$ cat src/rtl/dm_cmd_splitter.sv
// dm_cmd_splitter: splits one large transfer request into CHUNK_BYTES-aligned
// AXI DataMover 72-bit commands, bounds the number of in-flight commands and
// folds the returned status stream into one done/error result per request.
//
// Ports:
//   axi_aclk, rst                 clock, asynchronous active-high reset
//   req_valid/req_ready           request handshake (ready only while idle)
//   req_addr/req_len/req_eof      start address, byte count (0 allowed), EOF flag
//   cmd_tdata/cmd_tvalid/ready    DataMover command stream
//   sts_tdata/sts_tvalid/ready    DataMover status stream (always accepted)
//   done_valid/done_err           one-cycle completion pulse and error flag
//   busy                          request accepted and not yet completed
//   outstanding                   commands issued minus statuses received
module dm_cmd_splitter #(
  parameter int unsigned CHUNK_BYTES     = 1024,
  parameter int unsigned MAX_OUTSTANDING = 4
) (
  input  logic        axi_aclk,
  input  logic        rst,
  input  logic        req_valid,
  output logic        req_ready,
  input  logic [31:0] req_addr,
  input  logic [31:0] req_len,
  input  logic        req_eof,
  output logic [71:0] cmd_tdata,
  output logic        cmd_tvalid,
  input  logic        cmd_tready,
  input  logic [7:0]  sts_tdata,
  input  logic        sts_tvalid,
  output logic        sts_tready,
  output logic        done_valid,
  output logic        done_err,
  output logic        busy,
  output logic [3:0]  outstanding
);

  localparam int unsigned ADDR_W = 32;
  localparam int unsigned BTT_W  = 23;
  localparam int unsigned TAG_W  = 4;
  localparam int unsigned CNT_W  = 4;
  localparam int unsigned CMD_W  = 72;

  typedef enum logic [1:0] {
    S_IDLE,
    S_ISSUE,
    S_WAIT_STS,
    S_DONE
  } state_e;

  state_e             state_q, state_d;
  logic [ADDR_W-1:0]  cur_addr_q, cur_addr_d;
  logic [ADDR_W-1:0]  rem_q, rem_d;
  logic               eof_q, eof_d;
  logic [TAG_W-1:0]   tag_q, tag_d;
  logic [TAG_W-1:0]   exp_tag_q, exp_tag_d;
  logic               err_q, err_d;
  logic [CNT_W-1:0]   outst_q, outst_d;
  logic               cmd_tvalid_q, cmd_tvalid_d;
  logic [CMD_W-1:0]   cmd_tdata_q, cmd_tdata_d;
  logic               done_valid_q, done_valid_d;
  logic               done_err_q, done_err_d;
  logic               busy_q, busy_d;
  logic               req_ready_q, req_ready_d;

  logic [ADDR_W-1:0]  offset_c, room_c, chunk_c, issued_c;
  logic               cmd_hs_c, sts_dec_c, sts_bad_c;

  // Next chunk: limited by distance to the next CHUNK_BYTES boundary and by what is left.
  always_comb begin
    offset_c = cur_addr_q & 32'(CHUNK_BYTES - 1);
    room_c   = 32'(CHUNK_BYTES) - offset_c;
    chunk_c  = (rem_q < room_c) ? rem_q : room_c;
    issued_c = 32'(cmd_tdata_q[BTT_W-1:0]);
  end

  // Status beats with nothing outstanding are unexpected: they flag an error but do not count.
  always_comb begin
    cmd_hs_c  = cmd_tvalid_q && cmd_tready;
    sts_dec_c = sts_tvalid && (outst_q != '0);
    sts_bad_c = sts_tvalid && ((outst_q == '0) || !sts_tdata[7] || (|sts_tdata[6:4]) ||
                               (sts_tdata[3:0] != exp_tag_q));
  end

  // Next-state and output logic.
  always_comb begin
    state_d      = state_q;
    cur_addr_d   = cur_addr_q;
    rem_d        = rem_q;
    eof_d        = eof_q;
    tag_d        = tag_q;
    exp_tag_d    = exp_tag_q;
    err_d        = err_q;
    outst_d      = outst_q + {3'b000, cmd_hs_c} - {3'b000, sts_dec_c};
    cmd_tvalid_d = cmd_tvalid_q;
    cmd_tdata_d  = cmd_tdata_q;
    done_valid_d = 1'b0;
    done_err_d   = 1'b0;
    busy_d       = busy_q;

    if (sts_dec_c) exp_tag_d = exp_tag_q + 4'd1;

    unique case (state_q)
      S_IDLE: begin
        if (req_valid) begin
          cur_addr_d = req_addr;
          rem_d      = req_len;
          eof_d      = req_eof;
          err_d      = 1'b0;
          busy_d     = 1'b1;
          state_d    = (req_len != '0) ? S_ISSUE : S_DONE;
        end
      end
      S_ISSUE: begin
        if (cmd_hs_c) begin
          cur_addr_d   = cur_addr_q + issued_c;
          rem_d        = rem_q - issued_c;
          tag_d        = tag_q + 4'd1;
          cmd_tvalid_d = 1'b0;
          if (rem_q == issued_c) state_d = S_WAIT_STS;
        end else if (!cmd_tvalid_q && (rem_q != '0) &&
                     (outst_q < 4'(MAX_OUTSTANDING))) begin
          cmd_tvalid_d = 1'b1;
          cmd_tdata_d  = {4'b0000, tag_q, cur_addr_q, 1'b0, eof_q && (chunk_c == rem_q),
                          6'b000000, 1'b1, chunk_c[BTT_W-1:0]};
        end
      end
      S_WAIT_STS: begin
        if (outst_q == '0) state_d = S_DONE;
      end
      S_DONE: begin
        done_valid_d = 1'b1;
        done_err_d   = err_q;
        busy_d       = 1'b0;
        state_d      = S_IDLE;
      end
      default: state_d = S_IDLE;
    endcase

    // A bad status in the accept cycle still counts against the new request.
    if (sts_bad_c) err_d = 1'b1;

    req_ready_d = (state_d == S_IDLE);
  end

  // State and output registers.
  always_ff @(posedge axi_aclk or posedge rst) begin
    if (rst) begin
      state_q      <= S_IDLE;
      cur_addr_q   <= '0;
      rem_q        <= '0;
      eof_q        <= 1'b0;
      tag_q        <= '0;
      exp_tag_q    <= '0;
      err_q        <= 1'b0;
      outst_q      <= '0;
      cmd_tvalid_q <= 1'b0;
      cmd_tdata_q  <= '0;
      done_valid_q <= 1'b0;
      done_err_q   <= 1'b0;
      busy_q       <= 1'b0;
      req_ready_q  <= 1'b1;
    end else begin
      state_q      <= state_d;
      cur_addr_q   <= cur_addr_d;
      rem_q        <= rem_d;
      eof_q        <= eof_d;
      tag_q        <= tag_d;
      exp_tag_q    <= exp_tag_d;
      err_q        <= err_d;
      outst_q      <= outst_d;
      cmd_tvalid_q <= cmd_tvalid_d;
      cmd_tdata_q  <= cmd_tdata_d;
      done_valid_q <= done_valid_d;
      done_err_q   <= done_err_d;
      busy_q       <= busy_d;
      req_ready_q  <= req_ready_d;
    end
  end

  assign req_ready   = req_ready_q;
  assign cmd_tdata   = cmd_tdata_q;
  assign cmd_tvalid  = cmd_tvalid_q;
  assign sts_tready  = 1'b1;
  assign done_valid  = done_valid_q;
  assign done_err    = done_err_q;
  assign busy        = busy_q;
  assign outstanding = outst_q;

endmodule

$ cat config.mk
export PLATFORM = sky130hd
export DESIGN_NAME = dm_cmd_splitter
export DESIGN_NICKNAME = d
export VERILOG_FILES = /design/src/rtl/dm_cmd_splitter.sv
export SDC_FILE = /design/constraint.sdc
export NUM_CORES = 1
export LEC_CHECK = 0
export BUFFER_PORTS_ARGS = -buffer_cell sky130_fd_sc_hd__buf_2
export CORE_MARGIN = 3
export CORE_UTILIZATION = 36
export CTS_BUF_LIST = sky130_fd_sc_hd__clkbuf_8 sky130_fd_sc_hd__clkbuf_16
export DETAILED_ROUTE_END_ITERATION = 12
export HOLD_SLACK_MARGIN = 0.08
export SLEW_MARGIN = 10
export SYNTH_ARGS = -nofsm -noshare
export SYNTH_HDL_FRONTEND = slang
export SYNTH_SLANG_ARGS = --single-unit
$ cat constraint.sdc
create_clock -name axi_aclk -period 4.9 [get_ports axi_aclk]
set_input_delay 0.49 -clock axi_aclk [delete_from_list [all_inputs] [get_ports axi_aclk]]
set_output_delay 0.49 -clock axi_aclk [all_outputs]
set_load 0.01 [all_outputs]
==> impl_metrics.json, run 1 <==
{
  "numPlacedInstances": 1536,
  "via_count_of_the_first_global_routing_pass": 8258,
  "layout.area.seq_um2": 3655,
  "initial_core_utilization": 0.3709,
  "share_of_the_synthesized_area_in_compound_gates_ao_oa_aoi_oai": 0.1733,
  "grt.total_usage": 0.1951,
  "multi_input_area_um2": 5652,
  "cts.path.max_buffers": 2,
  "synthCells": 1102,
  "gp_congestion": 0.9063,
  "postPlaceCellArea_um2": 10750,
  "synth_cell_type_count": 72,
  "cts_resized": 0,
  "yosys.area.top_type_share": 0.3712,
  "cts_htree_levels": 4,
  "power.density_nw_per_um2": 664.2,
  "finalInstanceArea_um2": 11420,
  "fp-row-count": 59,
  "part_of_the_yosys_area_used_for_sequential_elements": 0.3739,
  "synth_adder_area_share": 0.08807,
  "synth.cell_area_um2": 9774,
  "worstHoldPathType": "in -> async",
  "grt_first_pass_wirelength_um": 45130,
  "drt-initial-drc-count": 583,
  "netlist.top_cell.by_area": "sky130_fd_sc_hd__dfrtp_1",
  "fmax_ghz": 0.2764,
  "fin_cells": 1569,
  "drt_pre_antenna_iters": 5,
  "setup_slack_of_the_critical_path_after_layout_ns": 1.282,
  "post-route-util": 0.4333,
  "wirelength_um": 28340,
  "pin_count_of_the_biggest_net_entering_global_routing": 91,
  "dominantRegCellSynth": "sky130_fd_sc_hd__dfrtp_1",
  "hold_buf_count_cts": 0,
  "cts_tree": "built",
  "synth_top_family_by_area": "simple AND/OR/NAND/NOR gates",
  "grt_antenna_before_repair": 3,
  "vdd_ir_drop_max_v": 0.0002291,
  "area_growth_syn_to_layout_pct": 16.82,
  "transition_time_at_the_pin_with_the_least_slew_margin_ns": 0.9771,
  "num-fill-cells": 2576,
  "chipHeight_um": 170.8,
  "start_kind": "flop",
  "crit_path_end_kind": "flop",
  "layout_commonest_cell": "sky130_fd_sc_hd__buf_2",
  "dp_hpwl_um": 21120,
  "num_io_pins": 160,
  "fin_setup_tns_ns": 0,
  "setup_viol": 0,
  "report.power.total_mw": 7.584,
  "period_minus_slack_ns": 3.618,
  "finish.net_count": 1365,
  "postSynthRegisterBits": 146,
  "grt_overflow_total": 0,
  "outcome": "complete, no violations",
  "async_reset_ff_frac": 1.000,
  "post_cts_buffers": 0,
  "hold_slack_ns": 0.09821,
  "routed_via_density": 5.461,
  "final_cell_mix": "sky130_fd_sc_hd__buf_2, sky130_fd_sc_hd__dfrtp_1, sky130_fd_sc_hd__nand2_1",
  "slew_headroom": 0.3486,
  "crit_path_max_fanout": 12,
  "report.final.hold_viol_count": 0,
  "final.setup_skew_ns": 0.01312,
  "drc": 0,
  "timing.setup.critical_path_class": "reg -> reg",
  "clk_transition_reported_paths_ns": 0.07,
  "muxShareOfSynthArea": 0.05863,
  "preCtsSetupSlack_ns": 1.370,
  "drtAntennaViolNets": 0,
  "numClockSinks": 146,
  "clock_tree.root_cell": "sky130_fd_sc_hd__clkbuf_16",
  "drive_gt1_frac": 0.1972,
  "timing.reg2reg.worst_path_depth": 13,
  "route.vias.total": 8568,
  "p_leak_nw": 5.409,
  "slew_violations": 0,
  "core_um2": 26350,
  "yosys_warnings": 0,
  "synth.top_cells.by_area": "sky130_fd_sc_hd__dfrtp_1, sky130_fd_sc_hd__ha_1, sky130_fd_sc_hd__nand2_1, sky130_fd_sc_hd__a21oi_1, sky130_fd_sc_hd__mux2_2",
  "port_buffers": 147,
  "synth.avg_cell_area_um2": 8.870,
  "wl_per_cell_um": 18.06,
  "synth-edff-count": 0,
  "maxCapViolations": 0,
  "crit_required_ns": 5.18,
  "cts-buffers-inserted": 17,
  "setup_repair_after_global_routing_missed_its_margin": "false",
  "source_to_sink_clock_delay_at_the_later_pin_of_the_worst_skew_pair_ns": 0.43,
  "synthSimpleGateAreaFrac": 0.1991,
  "chipWidth_um": 170.8,
  "final.period_utilization": 0.7384,
  "critical_path_arrival_ns": 3.89,
  "synthXorXnorAreaFrac": 0.05108,
  "die_ar_um2": 29160
}
area by class of cell:
| class | count | area share |
|---|---|---|
| clock buffer | 18 | 0.03846 |
| timing repair buffer | 157 | 0.07101 |
| tap | 335 | 0.03671 |
| inverter | 56 | 0.01885 |
| antenna | 2 | 0.0004383 |
| clock inverter | 13 | 0.01950 |
| multi-input combinational | 842 | 0.4950 |
| sequential | 146 | 0.3201 |
state kept, by name, summed over array words and instances (netlist names):
name and count:
cmd_tdata 61, cur_addr_q 32, rem_q 32, exp_tag_q 4
outstanding 4, tag_q 4, state_q 2, busy 1
cmd_tvalid 1, done_err 1, done_valid 1, eof_q 1
err_q 1, req_ready 1
routing by layer:
| metal | track usage | part of all wire |
|---|---|---|
| met5 | 0 | 0.00046 |
| met4 | 0.05538 | 0.020 |
| met3 | 0.04182 | 0.060 |
| met2 | 0.2936 | 0.43 |
| met1 | 0.2830 | 0.49 |
synth_stat cells, types with 4 or more instances:
library cell                count
sky130_fd_sc_hd__dfrtp_1      145
sky130_fd_sc_hd__nand2_1      118
sky130_fd_sc_hd__a21oi_1       79
sky130_fd_sc_hd__ha_1          64
sky130_fd_sc_hd__nor2_1        64
sky130_fd_sc_hd__inv_1         56
sky130_fd_sc_hd__clkbuf_1      48
sky130_fd_sc_hd__o21ai_0       48
sky130_fd_sc_hd__nand3_1       47
sky130_fd_sc_hd__mux2_2        34
sky130_fd_sc_hd__xnor2_1       30
sky130_fd_sc_hd__nor3_1        27
sky130_fd_sc_hd__xor2_1        27
sky130_fd_sc_hd__a21o_1        26
sky130_fd_sc_hd__nor4_1        22
sky130_fd_sc_hd__a31oi_1       20
sky130_fd_sc_hd__and3_1        20
sky130_fd_sc_hd__mux2i_1       19
sky130_fd_sc_hd__and2_1        18
sky130_fd_sc_hd__nand4_1       16
sky130_fd_sc_hd__nor2b_1       16
sky130_fd_sc_hd__buf_4         13
sky130_fd_sc_hd__o211ai_1      12
sky130_fd_sc_hd__o21ai_1       12
sky130_fd_sc_hd__o31ai_1        9
sky130_fd_sc_hd__o21a_1         8
sky130_fd_sc_hd__nand2b_1       7
sky130_fd_sc_hd__o22ai_1        7
sky130_fd_sc_hd__a211oi_1       6
sky130_fd_sc_hd__nor3b_1        6
sky130_fd_sc_hd__or3_1          6
sky130_fd_sc_hd__buf_2          5
sky130_fd_sc_hd__a2bb2oi_1      4
sky130_fd_sc_hd__a311oi_1       4
worst max-delay path, stage by stage (launching register included):
cell	delay [ns]
sky130_fd_sc_hd__dfrtp_1	0.45
sky130_fd_sc_hd__nor4_1	0.54
sky130_fd_sc_hd__nand2_1	0.19
sky130_fd_sc_hd__nor4_1	0.28
sky130_fd_sc_hd__xnor2_1	0.23
sky130_fd_sc_hd__inv_1	0.09
sky130_fd_sc_hd__ha_1	0.30
sky130_fd_sc_hd__a21o_1	0.18
sky130_fd_sc_hd__a21oi_1	0.15
sky130_fd_sc_hd__nor4b_2	0.24
sky130_fd_sc_hd__o211ai_1	0.16
sky130_fd_sc_hd__nand2_2	0.35
sky130_fd_sc_hd__mux2i_1	0.24
sky130_fd_sc_hd__o21ai_1	0.08
kinds of logic (layout without fill, tap and decap cells):
group,Yosys count,count (layout)
muxes,53,53
xor gates and xnor gates,57,57
DFF,146,146
buffers and inverters,124,244
adders and majority gates,67,67
other,2,14
AOI/OAI and AO/OA,266,266
and+or+nand+nor,387,387
final timing paths:
path | slack (ns) | to | from
worst max-delay path | 1.28 | cmd_tdata[1]$_DFFE_PP0P_ | cur_addr_q[2]$_DFFE_PP0P_
worst min-delay path | 0.1 | cmd_tdata[64]$_DFFE_PP0P_ | rst
worst max register to register | 1.28 | cmd_tdata[1]$_DFFE_PP0P_ | cur_addr_q[2]$_DFFE_PP0P_
worst min register to register | 0.47 | cmd_tdata[23]$_DFFE_PP0P_ | cmd_tdata[23]$_DFFE_PP0P_
max in group asynchronous | 3.74 | cmd_tdata[0]$_DFFE_PP0P_ | rst
min in group axi_aclk | 0.29 | err_q$_DFFE_PP0P_ | sts_tvalid
where the power goes:
group,total [mW],internal (mW),switching [mW],leakage (nW)
registers,2.17,1.66,0.504,1.73
logic,3.93,1.73,2.20,3.36
clock network,1.49,0.928,0.562,0.324
total,7.58,4.32,3.26,5.41
Power figures use the tool's default switching activity.
==> run 2, diff against run 1 <==
Clock period 4.9 ns to 3.46 ns, I/O delays scaled along.
==> run 2 against run 1 <==
Effect of this change:
- critical path type unchanged
- clock power grew 34%
- worst setup slack lost 0.98 ns
- die area is the same
- via count grew 1.6%
- wire length grew 2.5%
==> impl_metrics.json, run 2 (synthesis results as in run 1) <==
{
  "outcome": "complete, no violations",
  "slew_headroom": 0.4256,
  "numClockSinks": 146,
  "power.share.switching": 0.4340,
  "gp_congestion": 0.9127,
  "start_kind": "flop",
  "period_minus_slack_ns": 3.160,
  "cts-buffers-inserted": 17,
  "drive_gt1_frac": 0.2090,
  "crit_path_max_fanout": 8,
  "finalInstanceArea_um2": 11610,
  "drc": 0,
  "r2r_setup_slack_ns": 0.30,
  "setup_viol": 0,
  "clock_tree.root_cell": "sky130_fd_sc_hd__clkbuf_16",
  "final.period_utilization": 0.9133,
  "p_int_mw": 6.149,
  "worstHoldPathType": "in -> reg",
  "drtAntennaViolNets": 0,
  "vdd_ir_drop_max_v": 0.0003596,
  "maxCapViolations": 0,
  "layout_commonest_cell": "sky130_fd_sc_hd__buf_2",
  "chipWidth_um": 170.8,
  "fin_setup_tns_ns": 0,
  "grt_first_pass_wirelength_um": 45690,
  "area_growth_syn_to_layout_pct": 18.77,
  "die_ar_um2": 29160,
  "transition_time_at_the_pin_with_the_least_slew_margin_ns": 0.8537,
  "timing.setup.critical_path_class": "reg -> reg",
  "chipHeight_um": 170.8,
  "cts_htree_levels": 4,
  "via_count_of_the_first_global_routing_pass": 8097,
  "power_frac_clock": 0.184,
  "preCtsSetupSlack_ns": 0.2485,
  "power.net_switching_mw": 4.715,
  "clk_transition_reported_paths_ns": 0.07,
  "final_cell_mix": "sky130_fd_sc_hd__buf_2, sky130_fd_sc_hd__dfrtp_1, sky130_fd_sc_hd__nand2_1",
  "crit_path_end_kind": "flop",
  "final.setup_skew_ns": 0.01612,
  "holdPathEnd": "eof_q$_DFFE_PP0P_",
  "grt.total_usage": 0.1991,
  "timing.critical_path.slowest_stage_cell": "sky130_fd_sc_hd__dfrtp_1",
  "finish.net_count": 1382,
  "power.density_nw_per_um2": 935.9,
  "fmax_ghz": 0.3165,
  "fp-row-count": 59,
  "route.vias.total": 8702,
  "critical_path_buf_inv_count": 2,
  "wirelength_um": 29050,
  "worst_path_dominant_cell_family": "compound AO/OA/AOI/OAI gates",
  "power.share.combinational": 0.534,
  "postPlaceCellArea_um2": 10920,
  "multi_input_area_um2": 5700,
  "cts.path.max_buffers": 2,
  "layout.area.seq_um2": 3655,
  "drt-initial-drc-count": 741,
  "critical_path.max_stage_delay_ns": 0.48,
  "timing.hold.worst.start": "req_eof",
  "drt_pre_antenna_iters": 5,
  "port_buffers": 147,
  "critical_path_arrival_ns": 3.52,
  "grt_antenna_before_repair": 4,
  "slew_violations": 0,
  "core_um2": 26350,
  "library_cell_appearing_most_often_on_the_critical_path": "sky130_fd_sc_hd__o31ai_1",
  "critical_path.cell_chain": "ha_1, inv_1, fa_1, nor2b_1, o31ai_1, a21oi_1, a221oi_4, a211oi_1, buf_4, o31ai_1, o22ai_1, a2bb2oi_1",
  "power.sequential.fraction": 0.282,
  "routed_via_density": 5.487,
  "initial_core_utilization": 0.3709,
  "report.final.hold_viol_count": 0,
  "cts_tree": "built",
  "setup_slack_of_the_critical_path_after_layout_ns": 0.3000,
  "cell_count_of_the_worst_hold_path": 3,
  "critical_path.reg2reg.startpoint": "cur_addr_q[0]$_DFFE_PP0P_",
  "grt_overflow_total": 0,
  "worst_r2r_endpoint": "cur_addr_q[26]$_DFFE_PP0P_",
  "pin_count_of_the_biggest_net_entering_global_routing": 76,
  "number_of_flip_flops_under_the_largest_register_name": 61,
  "wl_per_cell_um": 18.31,
  "num_io_pins": 160,
  "crit_required_ns": 3.82,
  "p_leak_nw": 5.494,
  "timing.reg2reg.worst_path_depth": 12,
  "num-fill-cells": 2534,
  "source_to_sink_clock_delay_at_the_later_pin_of_the_worst_skew_pair_ns": 0.43,
  "dp_hpwl_um": 21490
}
[run 2: changes by cell type in the layout (fill, tap and decap cells not counted), moves of 2 or more]
cell                         change
sky130_fd_sc_hd__buf_4          +12
sky130_fd_sc_hd__inv_6           -3
sky130_fd_sc_hd__buf_12          +4
sky130_fd_sc_hd__inv_1           +2
sky130_fd_sc_hd__clkinvlp_4      +4
[run 2: power groups by stage]
stage / clock network (mW) / logic, mW / registers [mW]
6_report: 2.00 / 5.80 / 3.06
5_1_grt: 2.11 / 6.51 / 3.16
4_1_cts: 2.03 / 5.76 / 3.05
3_5_place_dp: 0 / 5.70 / 3.07
3_3_place_gp: 0 / 5.64 / 3.06
2_1_floorplan: 0 / 4.17 / 2.98
[run 2: final cells by class]
class / count / area share
multi-input cells: 842 / 0.4911
clock inverters: 13 / 0.01595
well taps: 335 / 0.03611
inverters: 56 / 0.01843
repair buffers: 174 / 0.08536
clock buffers: 18 / 0.03783
flip-flops and latches: 146 / 0.3148
diodes: 2 / 0.0004311
[run 2: worst reg2reg max path, cell delays in order (launching register included)]
cell and delay, ns:
sky130_fd_sc_hd__dfrtp_1 0.48, sky130_fd_sc_hd__ha_1 0.24, sky130_fd_sc_hd__inv_1 0.07, sky130_fd_sc_hd__fa_1 0.20, sky130_fd_sc_hd__nor2b_1 0.08, sky130_fd_sc_hd__o31ai_1 0.34
sky130_fd_sc_hd__a21oi_1 0.25, sky130_fd_sc_hd__a221oi_4 0.42, sky130_fd_sc_hd__a211oi_1 0.13, sky130_fd_sc_hd__buf_4 0.17, sky130_fd_sc_hd__o31ai_1 0.41, sky130_fd_sc_hd__o22ai_1 0.15
sky130_fd_sc_hd__a2bb2oi_1 0.17
[run 2: per-stage QoR]
stage / instances / hold WS [ns] / util / total power [mW]
2_1_floorplan: 1112 / 0.4418 / - / 7.154
3_3_place_gp: 1552 / 0.4021 / 0.4144 / 8.696
3_5_place_dp: 1552 / 0.4023 / 0.4144 / 8.767
4_1_cts: 1584 / 0.09807 / 0.4384 / 10.84
5_1_grt: 1586 / 0.1133 / 0.4405 / 11.78
6_report: 1586 / 0.1157 / 0.4405 / 10.86
[run 2: per-layer routing]
| layer | share of wire | GRT usage |
|---|---|---|
| met1 | 0.47 | 0.2924 |
| met2 | 0.45 | 0.3002 |
| met3 | 0.066 | 0.04298 |
| met4 | 0.012 | 0.04656 |
| met5 | 0.0012 | 0 |
[run 2: what timing repair did]
item,in CTS,in global routing
endpoints found under the hold margin,15,0
hold buffers,1,0
setup endpoints to repair,0,15
buffers inserted,0,0
gates resized for setup,0,7
[run 2: worst max path at each step]
stage	start	end	slack, ns	depth (start not counted)
6_report	cur_addr_q[0]$_DFFE_PP0P_	cur_addr_q[26]$_DFFE_PP0P_	0.30	12
5_1_grt	cur_addr_q[4]$_DFFE_PP0P_	cmd_tdata[9]$_DFFE_PP0P_	-0.02	15
4_1_cts	cur_addr_q[4]$_DFFE_PP0P_	cmd_tdata[9]$_DFFE_PP0P_	0.24	15
3_5_place_dp	cur_addr_q[0]$_DFFE_PP0P_	cur_addr_q[30]$_DFFE_PP0P_	0.25	12
3_3_place_gp	cur_addr_q[4]$_DFFE_PP0P_	cmd_tdata[2]$_DFFE_PP0P_	0.39	15
2_1_floorplan	cur_addr_q[2]$_DFFE_PP0P_	cmd_tdata[1]$_DFFE_PP0P_	0.49	14
